===== config.mk =====
export PLATFORM = sky130hd
export DESIGN_NAME = bt1120_timing_ctrl_flat
export DESIGN_NICKNAME = d
export VERILOG_FILES = /design/src/rtl/bt1120_timing_ctrl_if.sv /design/src/rtl/bt1120_timing_ctrl.sv /design/src/flat_wrapper.sv
export SDC_FILE = /design/constraint.sdc
export NUM_CORES = 1
export LEC_CHECK = 0
export ABC_CLOCK_PERIOD_IN_PS = 4500
export CORE_UTILIZATION = 59
export DETAILED_ROUTE_END_ITERATION = 8
export HOLD_SLACK_MARGIN = 0.05
export PLACE_DENSITY = 0.95
export SLEW_MARGIN = 20
export SYNTH_ARGS = -nofsm -noshare
export SYNTH_HDL_FRONTEND = slang
export SYNTH_SLANG_ARGS = --single-unit

===== constraint.sdc =====
create_clock -name clk -period 4.5 [get_ports clk]
set_input_delay 1.35 -clock clk [delete_from_list [all_inputs] [get_ports clk]]
set_output_delay 1.35 -clock clk [all_outputs]
set_load 0.005 [all_outputs]

===== src/rtl/bt1120_timing_ctrl_if.sv =====
// rtl/bt1120_timing_ctrl_if.sv - configuration handshake and timing bus for bt1120_timing_ctrl
interface bt1120_timing_ctrl_if #(
    parameter int VH_BITWIDTH = 13
);
    logic                   cfg_valid;
    logic                   cfg_ready;
    logic [VH_BITWIDTH-1:0] cfg_h_total;
    logic [VH_BITWIDTH-1:0] cfg_v_total;
    logic [3:0]             cfg_ce_div;
    logic                   cfg_err;
    logic [VH_BITWIDTH-1:0] h_total;
    logic [VH_BITWIDTH-1:0] v_total;
    logic                   ce;
    logic [VH_BITWIDTH-1:0] h_cnt;
    logic [VH_BITWIDTH-1:0] v_cnt;
    logic                   frame_start;

    modport master (
        output cfg_valid, cfg_h_total, cfg_v_total, cfg_ce_div,
        input  cfg_ready, cfg_err, h_total, v_total, ce, h_cnt, v_cnt, frame_start
    );

    modport slave (
        input  cfg_valid, cfg_h_total, cfg_v_total, cfg_ce_div,
        output cfg_ready, cfg_err, h_total, v_total, ce, h_cnt, v_cnt, frame_start
    );
endinterface


===== src/rtl/bt1120_timing_ctrl.sv =====
// rtl/bt1120_timing_ctrl.sv - IDLE/ARM/RUN frame timing controller with pending-config handoff
module bt1120_timing_ctrl #(
    parameter int VH_BITWIDTH = 13,
    parameter int SETTLE      = 3
) (
    input  logic                   clk,
    input  logic                   rst,
    input  logic                   start,
    input  logic                   stop,
    output logic                   busy,
    bt1120_timing_ctrl_if.slave    bus
);
    localparam int W  = VH_BITWIDTH;
    localparam int AW = (SETTLE > 1) ? $clog2(SETTLE) : 1;

    typedef enum logic [1:0] {IDLE, ARM, RUN} state_t;

    state_t         state;
    logic [AW-1:0]  arm_cnt;
    logic [3:0]     div_cnt;
    logic [3:0]     ce_div;
    logic [W-1:0]   h_total_r, v_total_r, h_cnt_r, v_cnt_r;
    logic [W-1:0]   pend_h, pend_v;
    logic [3:0]     pend_div;
    logic           pending, stop_req, cfg_err_r;

    logic xfer, cfg_ok, load_now, ce_i, h_last, v_last, frame_end;

    assign bus.cfg_ready = (state != RUN) || !pending;
    assign xfer      = bus.cfg_valid && bus.cfg_ready;
    assign cfg_ok    = (bus.cfg_h_total >= W'(2)) && (bus.cfg_v_total >= W'(2));
    assign load_now  = xfer && cfg_ok;
    assign ce_i      = (state == RUN) && (div_cnt == 4'd0);
    assign h_last    = (h_cnt_r == h_total_r - W'(1));
    assign v_last    = (v_cnt_r == v_total_r - W'(1));
    assign frame_end = ce_i && h_last && v_last;

    assign busy            = (state != IDLE);
    assign bus.cfg_err     = cfg_err_r;
    assign bus.h_total     = h_total_r;
    assign bus.v_total     = v_total_r;
    assign bus.ce          = ce_i;
    assign bus.h_cnt       = h_cnt_r;
    assign bus.v_cnt       = v_cnt_r;
    assign bus.frame_start = ce_i && (h_cnt_r == '0) && (v_cnt_r == '0);

    always_ff @(posedge clk) begin
        if (rst) begin
            state     <= IDLE;
            arm_cnt   <= '0;
            div_cnt   <= '0;
            ce_div    <= '0;
            h_total_r <= '0;
            v_total_r <= '0;
            h_cnt_r   <= '0;
            v_cnt_r   <= '0;
            pend_h    <= '0;
            pend_v    <= '0;
            pend_div  <= '0;
            pending   <= 1'b0;
            stop_req  <= 1'b0;
            cfg_err_r <= 1'b0;
        end else begin
            cfg_err_r <= xfer && !cfg_ok;
            // Outside RUN no frame is in flight, so a good config goes live at once.
            if (load_now && state != RUN) begin
                h_total_r <= bus.cfg_h_total;
                v_total_r <= bus.cfg_v_total;
                ce_div    <= bus.cfg_ce_div;
            end
            case (state)
                IDLE: begin
                    stop_req <= 1'b0;
                    if (start && !stop && h_total_r != '0) begin
                        state   <= ARM;
                        arm_cnt <= '0;
                    end
                end
                ARM: begin
                    if (stop) begin
                        state <= IDLE;
                    end else if (arm_cnt == AW'(SETTLE - 1)) begin
                        state <= RUN;
                    end else begin
                        arm_cnt <= arm_cnt + AW'(1);
                    end
                end
                RUN: begin
                    if (stop) stop_req <= 1'b1;
                    if (load_now) begin
                        pending  <= 1'b1;
                        pend_h   <= bus.cfg_h_total;
                        pend_v   <= bus.cfg_v_total;
                        pend_div <= bus.cfg_ce_div;
                    end
                    div_cnt <= (div_cnt >= ce_div) ? 4'd0 : div_cnt + 4'd1;
                    if (ce_i) begin
                        if (h_last) begin
                            h_cnt_r <= '0;
                            v_cnt_r <= v_last ? '0 : v_cnt_r + W'(1);
                        end else begin
                            h_cnt_r <= h_cnt_r + W'(1);
                        end
                    end
                    if (frame_end) begin
                        if (pending) begin
                            h_total_r <= pend_h;
                            v_total_r <= pend_v;
                            ce_div    <= pend_div;
                            pending   <= 1'b0;
                            div_cnt   <= 4'd0;
                        end
                        // A config offered on the final ce of a stopping frame must not be stranded in pending.
                        if (stop_req || stop) begin
                            state    <= IDLE;
                            stop_req <= 1'b0;
                            div_cnt  <= 4'd0;
                            if (load_now) begin
                                h_total_r <= bus.cfg_h_total;
                                v_total_r <= bus.cfg_v_total;
                                ce_div    <= bus.cfg_ce_div;
                                pending   <= 1'b0;
                            end
                        end
                    end
                end
                default: state <= IDLE;
            endcase
        end
    end
endmodule


===== src/flat_wrapper.sv =====
// flat-port wrapper written by rule: the top's interface ports become plain ports
module bt1120_timing_ctrl_flat 
#(
    parameter int VH_BITWIDTH = 13,
    parameter int SETTLE      = 3
)
  (clk, rst, start, stop, busy, bus_cfg_valid, bus_cfg_h_total, bus_cfg_v_total, bus_cfg_ce_div, bus_cfg_ready, bus_cfg_err, bus_h_total, bus_v_total, bus_ce, bus_h_cnt, bus_v_cnt, bus_frame_start);
  bt1120_timing_ctrl_if #(.VH_BITWIDTH(VH_BITWIDTH)) bus_i ();
  input  logic clk;
  input  logic rst;
  input  logic start;
  input  logic stop;
  output logic busy;
  input wire logic [$bits(bus_i.cfg_valid)-1:0] bus_cfg_valid;
  input wire logic [$bits(bus_i.cfg_h_total)-1:0] bus_cfg_h_total;
  input wire logic [$bits(bus_i.cfg_v_total)-1:0] bus_cfg_v_total;
  input wire logic [$bits(bus_i.cfg_ce_div)-1:0] bus_cfg_ce_div;
  output wire logic [$bits(bus_i.cfg_ready)-1:0] bus_cfg_ready;
  output wire logic [$bits(bus_i.cfg_err)-1:0] bus_cfg_err;
  output wire logic [$bits(bus_i.h_total)-1:0] bus_h_total;
  output wire logic [$bits(bus_i.v_total)-1:0] bus_v_total;
  output wire logic [$bits(bus_i.ce)-1:0] bus_ce;
  output wire logic [$bits(bus_i.h_cnt)-1:0] bus_h_cnt;
  output wire logic [$bits(bus_i.v_cnt)-1:0] bus_v_cnt;
  output wire logic [$bits(bus_i.frame_start)-1:0] bus_frame_start;
  assign bus_i.cfg_valid = bus_cfg_valid;
  assign bus_i.cfg_h_total = bus_cfg_h_total;
  assign bus_i.cfg_v_total = bus_cfg_v_total;
  assign bus_i.cfg_ce_div = bus_cfg_ce_div;
  assign bus_cfg_ready = bus_i.cfg_ready;
  assign bus_cfg_err = bus_i.cfg_err;
  assign bus_h_total = bus_i.h_total;
  assign bus_v_total = bus_i.v_total;
  assign bus_ce = bus_i.ce;
  assign bus_h_cnt = bus_i.h_cnt;
  assign bus_v_cnt = bus_i.v_cnt;
  assign bus_frame_start = bus_i.frame_start;
  bt1120_timing_ctrl #(.VH_BITWIDTH(VH_BITWIDTH), .SETTLE(SETTLE)) u_core (.clk(clk), .rst(rst), .start(start), .stop(stop), .busy(busy), .bus(bus_i));
endmodule

==> metrics.md <==
| Metric | Value |
|---|---|
| Chip Height | slightly above 100 microns |
| Total iterations of the first detailed-routing run | 5 |
| Kind of cell adding the most delay to the critical path | simple AND/OR/NAND/NOR gates |
| Worst Min Path Start | u_core.arm_cnt[0] |
| TritonCTS buffer count | 9 |
| Antenna cell count | 0 |
| Area of the placeable core | 9820 sq um |
| Final Critical Period | 4.03 ns |
| Worst slack after detailed placement | around 0.60 ns |
| Proportion of register bits with asynchronous set or reset after synthesis | 0% |
| Chip Width | 103 microns |
| Layout fillers | 710 |
| Mapped Nets | 763 |
| Cell with the largest stage delay on the worst path | sky130_fd_sc_hd__nor4_2 |
| Launch point of the worst reg-to-reg path | u_core.bus.v_total[0] |
| Number of antenna violations at the first check in global routing | 0 |
| Total routing usage reported by global routing | 31.2% |
| Number of maximum-capacitance violations | 0 |
| Wire length reported by the detailed router | roughly 16,000 microns |
| Area taken by multi-input logic gates | 3790 sq um |
| Fin worst setup slack | 0.474 ns |
| Worst path cell trace | inv_1 > ha_1 > nor3b_1 > a31oi_1 > nor4bb_1 > o211ai_1 > nor4_2 > and2_2 > buf_4 > nor2_1 > a211oi_2 |
| Total power density per cell area | between 200 and 300 nW/um^2 |
| Wire length of the first global-routing pass | 26,000 microns |
| Pin count of the biggest net entering global routing | 73 |
| Post-synthesis share of cell area spent on full adders, half adders and majority gates | 2.71% |
| Post-CTS clock slew at the launch and capture registers of the worst setup and hold paths | 0.10 ns |
| Syn Area/Cell | 8.40 sq um |
| Sequential cell area fraction in the yosys report | ~32% |
| Max VDD drop | 0.148 mV |
| Number of levels in the clock H-tree | 3 |
| Number of rows in the core area | 36 |
| Starting utilization of the core area | 61.2% |
| Highest fanout seen on the critical path | between 60 and 70 |
| Leakage power figure | 0.00274 uW |
| Post-Syn Area | 6010 sq um |
| WP data required | 4.78 ns |
| Max Fclk | 248 MHz |
| Worst-margin pin slew | about 0.94 ns |
| Util after Layout | 72.9% |
| Sum Neg Setup Slack | 0 ns |
| Longest individual stage delay on the worst path | 0.66 ns |
| CP Launch Point | u_core.bus.v_total[0] |
| Clock sink count | a little under 100 |
| Hold crit path type | flip-flop to flip-flop |
| Mux cell area share after synthesis | 14.5% |
| Post-place instance area | 6960 sq um |
| Synthesized instance count | around 700 |
| Total gr overflow | 0 |
| Final setup fails | 0 |
| Critical path startpoint category | flip-flop |
| Number of buffers added for setup after CTS | 0 |
| Final routed DRC violation total | 0 |
| Setup repair after global routing missed its margin | false |
| Final hold viol count | 0 |
| Final clock skew | 0.0207 ns |
| Final Max Slew Viols | 0 |
| Final routed wire length divided by cell count | 17.8 microns |
| Design area | 7160 sq um |
| Worst Reg2Reg Path Length in Cells | 11 |
| CP Capture Type | flip-flop |
| Via count of the first global-routing pass | ~5,400 |
| Number of top-level pins | 92 |
| Synthesized-area fraction occupied by ao, oa, aoi and oai cells | 15.2% |
| Endpoint arrival time on the critical path | 4.31 ns |
| Area of the die | 10,600 sq um |
| Buffers and inverters on the worst path | 2 |
| Clock Tree Root | sky130_fd_sc_hd__clkbuf_8 |
| Most used DFF post-synth | sky130_fd_sc_hd__dfxtp_1 |
| WHS Path Cells | 2 |
| Number of buffers between clock root and the deepest sink | 2 |
| Seq. cell area | roughly 1900 sq um |
| Count of antenna-violating nets left after detailed routing | 0 |
| Post-synthesis xor/xnor area fraction | 6.79% |
| Result of the run | complete, no violations |
| Via count | slightly below 6,000 |
| Largest family of logic cells by synthesized area | simple AND/OR/NAND/NOR gates |
| Number of different library cells in the post-synthesis netlist | 53 |
| Number of logic stages on the critical path including buffering | 11 |
| Fraction of the cycle the final worst path needs | 89.5% |
| Number of input and output port buffers inserted | 91 |
| Share of synthesized cell area in and, or, nand and nor gates | 23.9% |
| Placer congestion estimate | about 0.97 |
| Total half-perimeter wirelength after legalization and detailed placement | roughly 11,000 microns |
| Initial detailed-routing violation count | 417 |
| Post-CTS Hold Fix Bufs | 0 |
| Area Overhead vs Synth | 19.1% |
| Share of final-layout standard cells stronger than drive strength 1 | 12.4% |
| Later-pin clock latency in the skew report | 0.38 ns |
| Synth Register Bits | 97 |
| Vias per Instance | 6.33 |
| EDFF count, synth | 0 |
| Nets | around 830 |
| CTS tree | done |
| Critical Setup Path Class | flip-flop to flip-flop |
| Resized Gates After CTS | 0 |
| Relative slew margins | between 30% and 40% |
| Count of synthesis-stage warnings from yosys | 0 |
-- cells in the mapped netlist (6+ instances only) --
master / count / area share, %
sky130_fd_sc_hd__mux2_2: 30 / 5.6
sky130_fd_sc_hd__dfxtp_1: 97 / 32
sky130_fd_sc_hd__and3_1: 7 / 0.73
sky130_fd_sc_hd__o21ai_0: 39 / 3.3
sky130_fd_sc_hd__nand3_1: 16 / 1.3
sky130_fd_sc_hd__buf_2: 6 / 0.50
sky130_fd_sc_hd__clkbuf_1: 32 / 2.0
sky130_fd_sc_hd__nor4_1: 18 / 1.9
sky130_fd_sc_hd__nor2_1: 100 / 6.3
sky130_fd_sc_hd__a31oi_1: 8 / 0.83
sky130_fd_sc_hd__nor3_1: 15 / 1.2
sky130_fd_sc_hd__nand2b_1: 10 / 1.0
sky130_fd_sc_hd__xnor2_1: 26 / 3.8
sky130_fd_sc_hd__a21oi_1: 15 / 1.2
sky130_fd_sc_hd__a211oi_2: 28 / 5.8
sky130_fd_sc_hd__nor4_2: 6 / 1.2
sky130_fd_sc_hd__nand4_1: 9 / 0.94
sky130_fd_sc_hd__ha_1: 13 / 2.7
sky130_fd_sc_hd__nand2_1: 65 / 4.1
sky130_fd_sc_hd__inv_1: 22 / 1.4
sky130_fd_sc_hd__o211ai_1: 14 / 1.7
sky130_fd_sc_hd__or3_1: 11 / 1.1
sky130_fd_sc_hd__mux2i_1: 53 / 8.8
sky130_fd_sc_hd__xor2_1: 18 / 2.6
-- final cells by class --
| class | count | share of cell area [%] |
|---|---|---|
| clock buffers | 9 | 1.73 |
| clock inverters | 7 | 1.05 |
| inverters | 22 | 1.15 |
| multi-input cells | 550 | 53.0 |
| flip-flops and latches | 97 | 27.2 |
| well taps | 133 | 2.33 |
| repair buffers | 100 | 13.6 |
-- metrics by stage --
stage | hold slack [ns] | cells | power [uW]
6_report | 0.480 | 918 | 1830
5_1_grt | 0.522 | 918 | 1880
4_1_cts | 0.483 | 918 | 1820
3_5_place_dp | 0.469 | 902 | 1230
3_3_place_gp | 0.443 | 902 | 1210
2_1_floorplan | 0.436 | 715 | 1110
-- where the power goes --
| part | internal, uW | leakage, uW | switching, uW | total, uW |
|---|---|---|---|---|
| clock network | 263 | 0.000104 | 344 | 607 |
| registers | 875 | 0.000788 | 36.9 | 912 |
| logic | 153 | 0.00185 | 156 | 309 |
| total | 1290 | 0.00274 | 537 | 1830 |
-- per-layer routing --
layer / wire [microns] / track usage (%) / vias to the layer above
met5: 0 / 0 / -
met4: 436 / 13.9 / 0
met3: 1120 / 3.93 / 51
met2: 8120 / 53.3 / 264
met1: 6650 / 39.4 / 2829
li1: - / - / 2669
-- cell families after synthesis --
logic type | Yosys count
compound gates | 121
xor+xnor | 45
fa+ha+maj | 13
buf+inv | 68
flops | 97
mux | 83
simple gates | 288
-- registers in the layout, summed over array words and instances, names as in the netlist, 4 cells and up --
name,cells
u_core.ce_div,4
u_core.pend_v,13
u_core.bus.v_cnt,13
u_core.bus.v_total,13
u_core.bus.h_total,13
u_core.div_cnt,4
u_core.pend_div,4
u_core.pend_h,13
u_core.bus.h_cnt,13
-- path summary, 6_finish.rpt --
kind	slack [ns]	endpoint
worst min-delay path	0.48	u_core.arm_cnt[0]
worst max-delay path	0.47	u_core.bus.h_total[2]
worst max register to register	0.47	u_core.bus.h_total[2]
worst min register to register	0.48	u_core.arm_cnt[0]
-- worst register-to-register path, cell delays in order, from the launching register on --
cell	delay (ns)
sky130_fd_sc_hd__dfxtp_1	0.38
sky130_fd_sc_hd__inv_1	0.10
sky130_fd_sc_hd__ha_1	0.19
sky130_fd_sc_hd__nor3b_1	0.61
sky130_fd_sc_hd__a31oi_1	0.17
sky130_fd_sc_hd__nor4bb_1	0.32
sky130_fd_sc_hd__o211ai_1	0.18
sky130_fd_sc_hd__nor4_2	0.66
sky130_fd_sc_hd__and2_2	0.27
sky130_fd_sc_hd__buf_4	0.60
sky130_fd_sc_hd__nor2_1	0.20
sky130_fd_sc_hd__a211oi_2	0.26
-- cells in the final DEF, fill, tap and decap left out, drive strengths merged, types with 18 or more instances in the layout --
master,netlist,final
nor2,100,100
dfxtp,97,97
clkdlybuf4s50,0,90
nand2,65,65
mux2i,53,53
o21ai,39,39
a211oi,31,31
mux2,30,30
xnor2,26,26
inv,22,25
nor4,24,24
xor2,18,18
(Power assumes the default switching activity.)
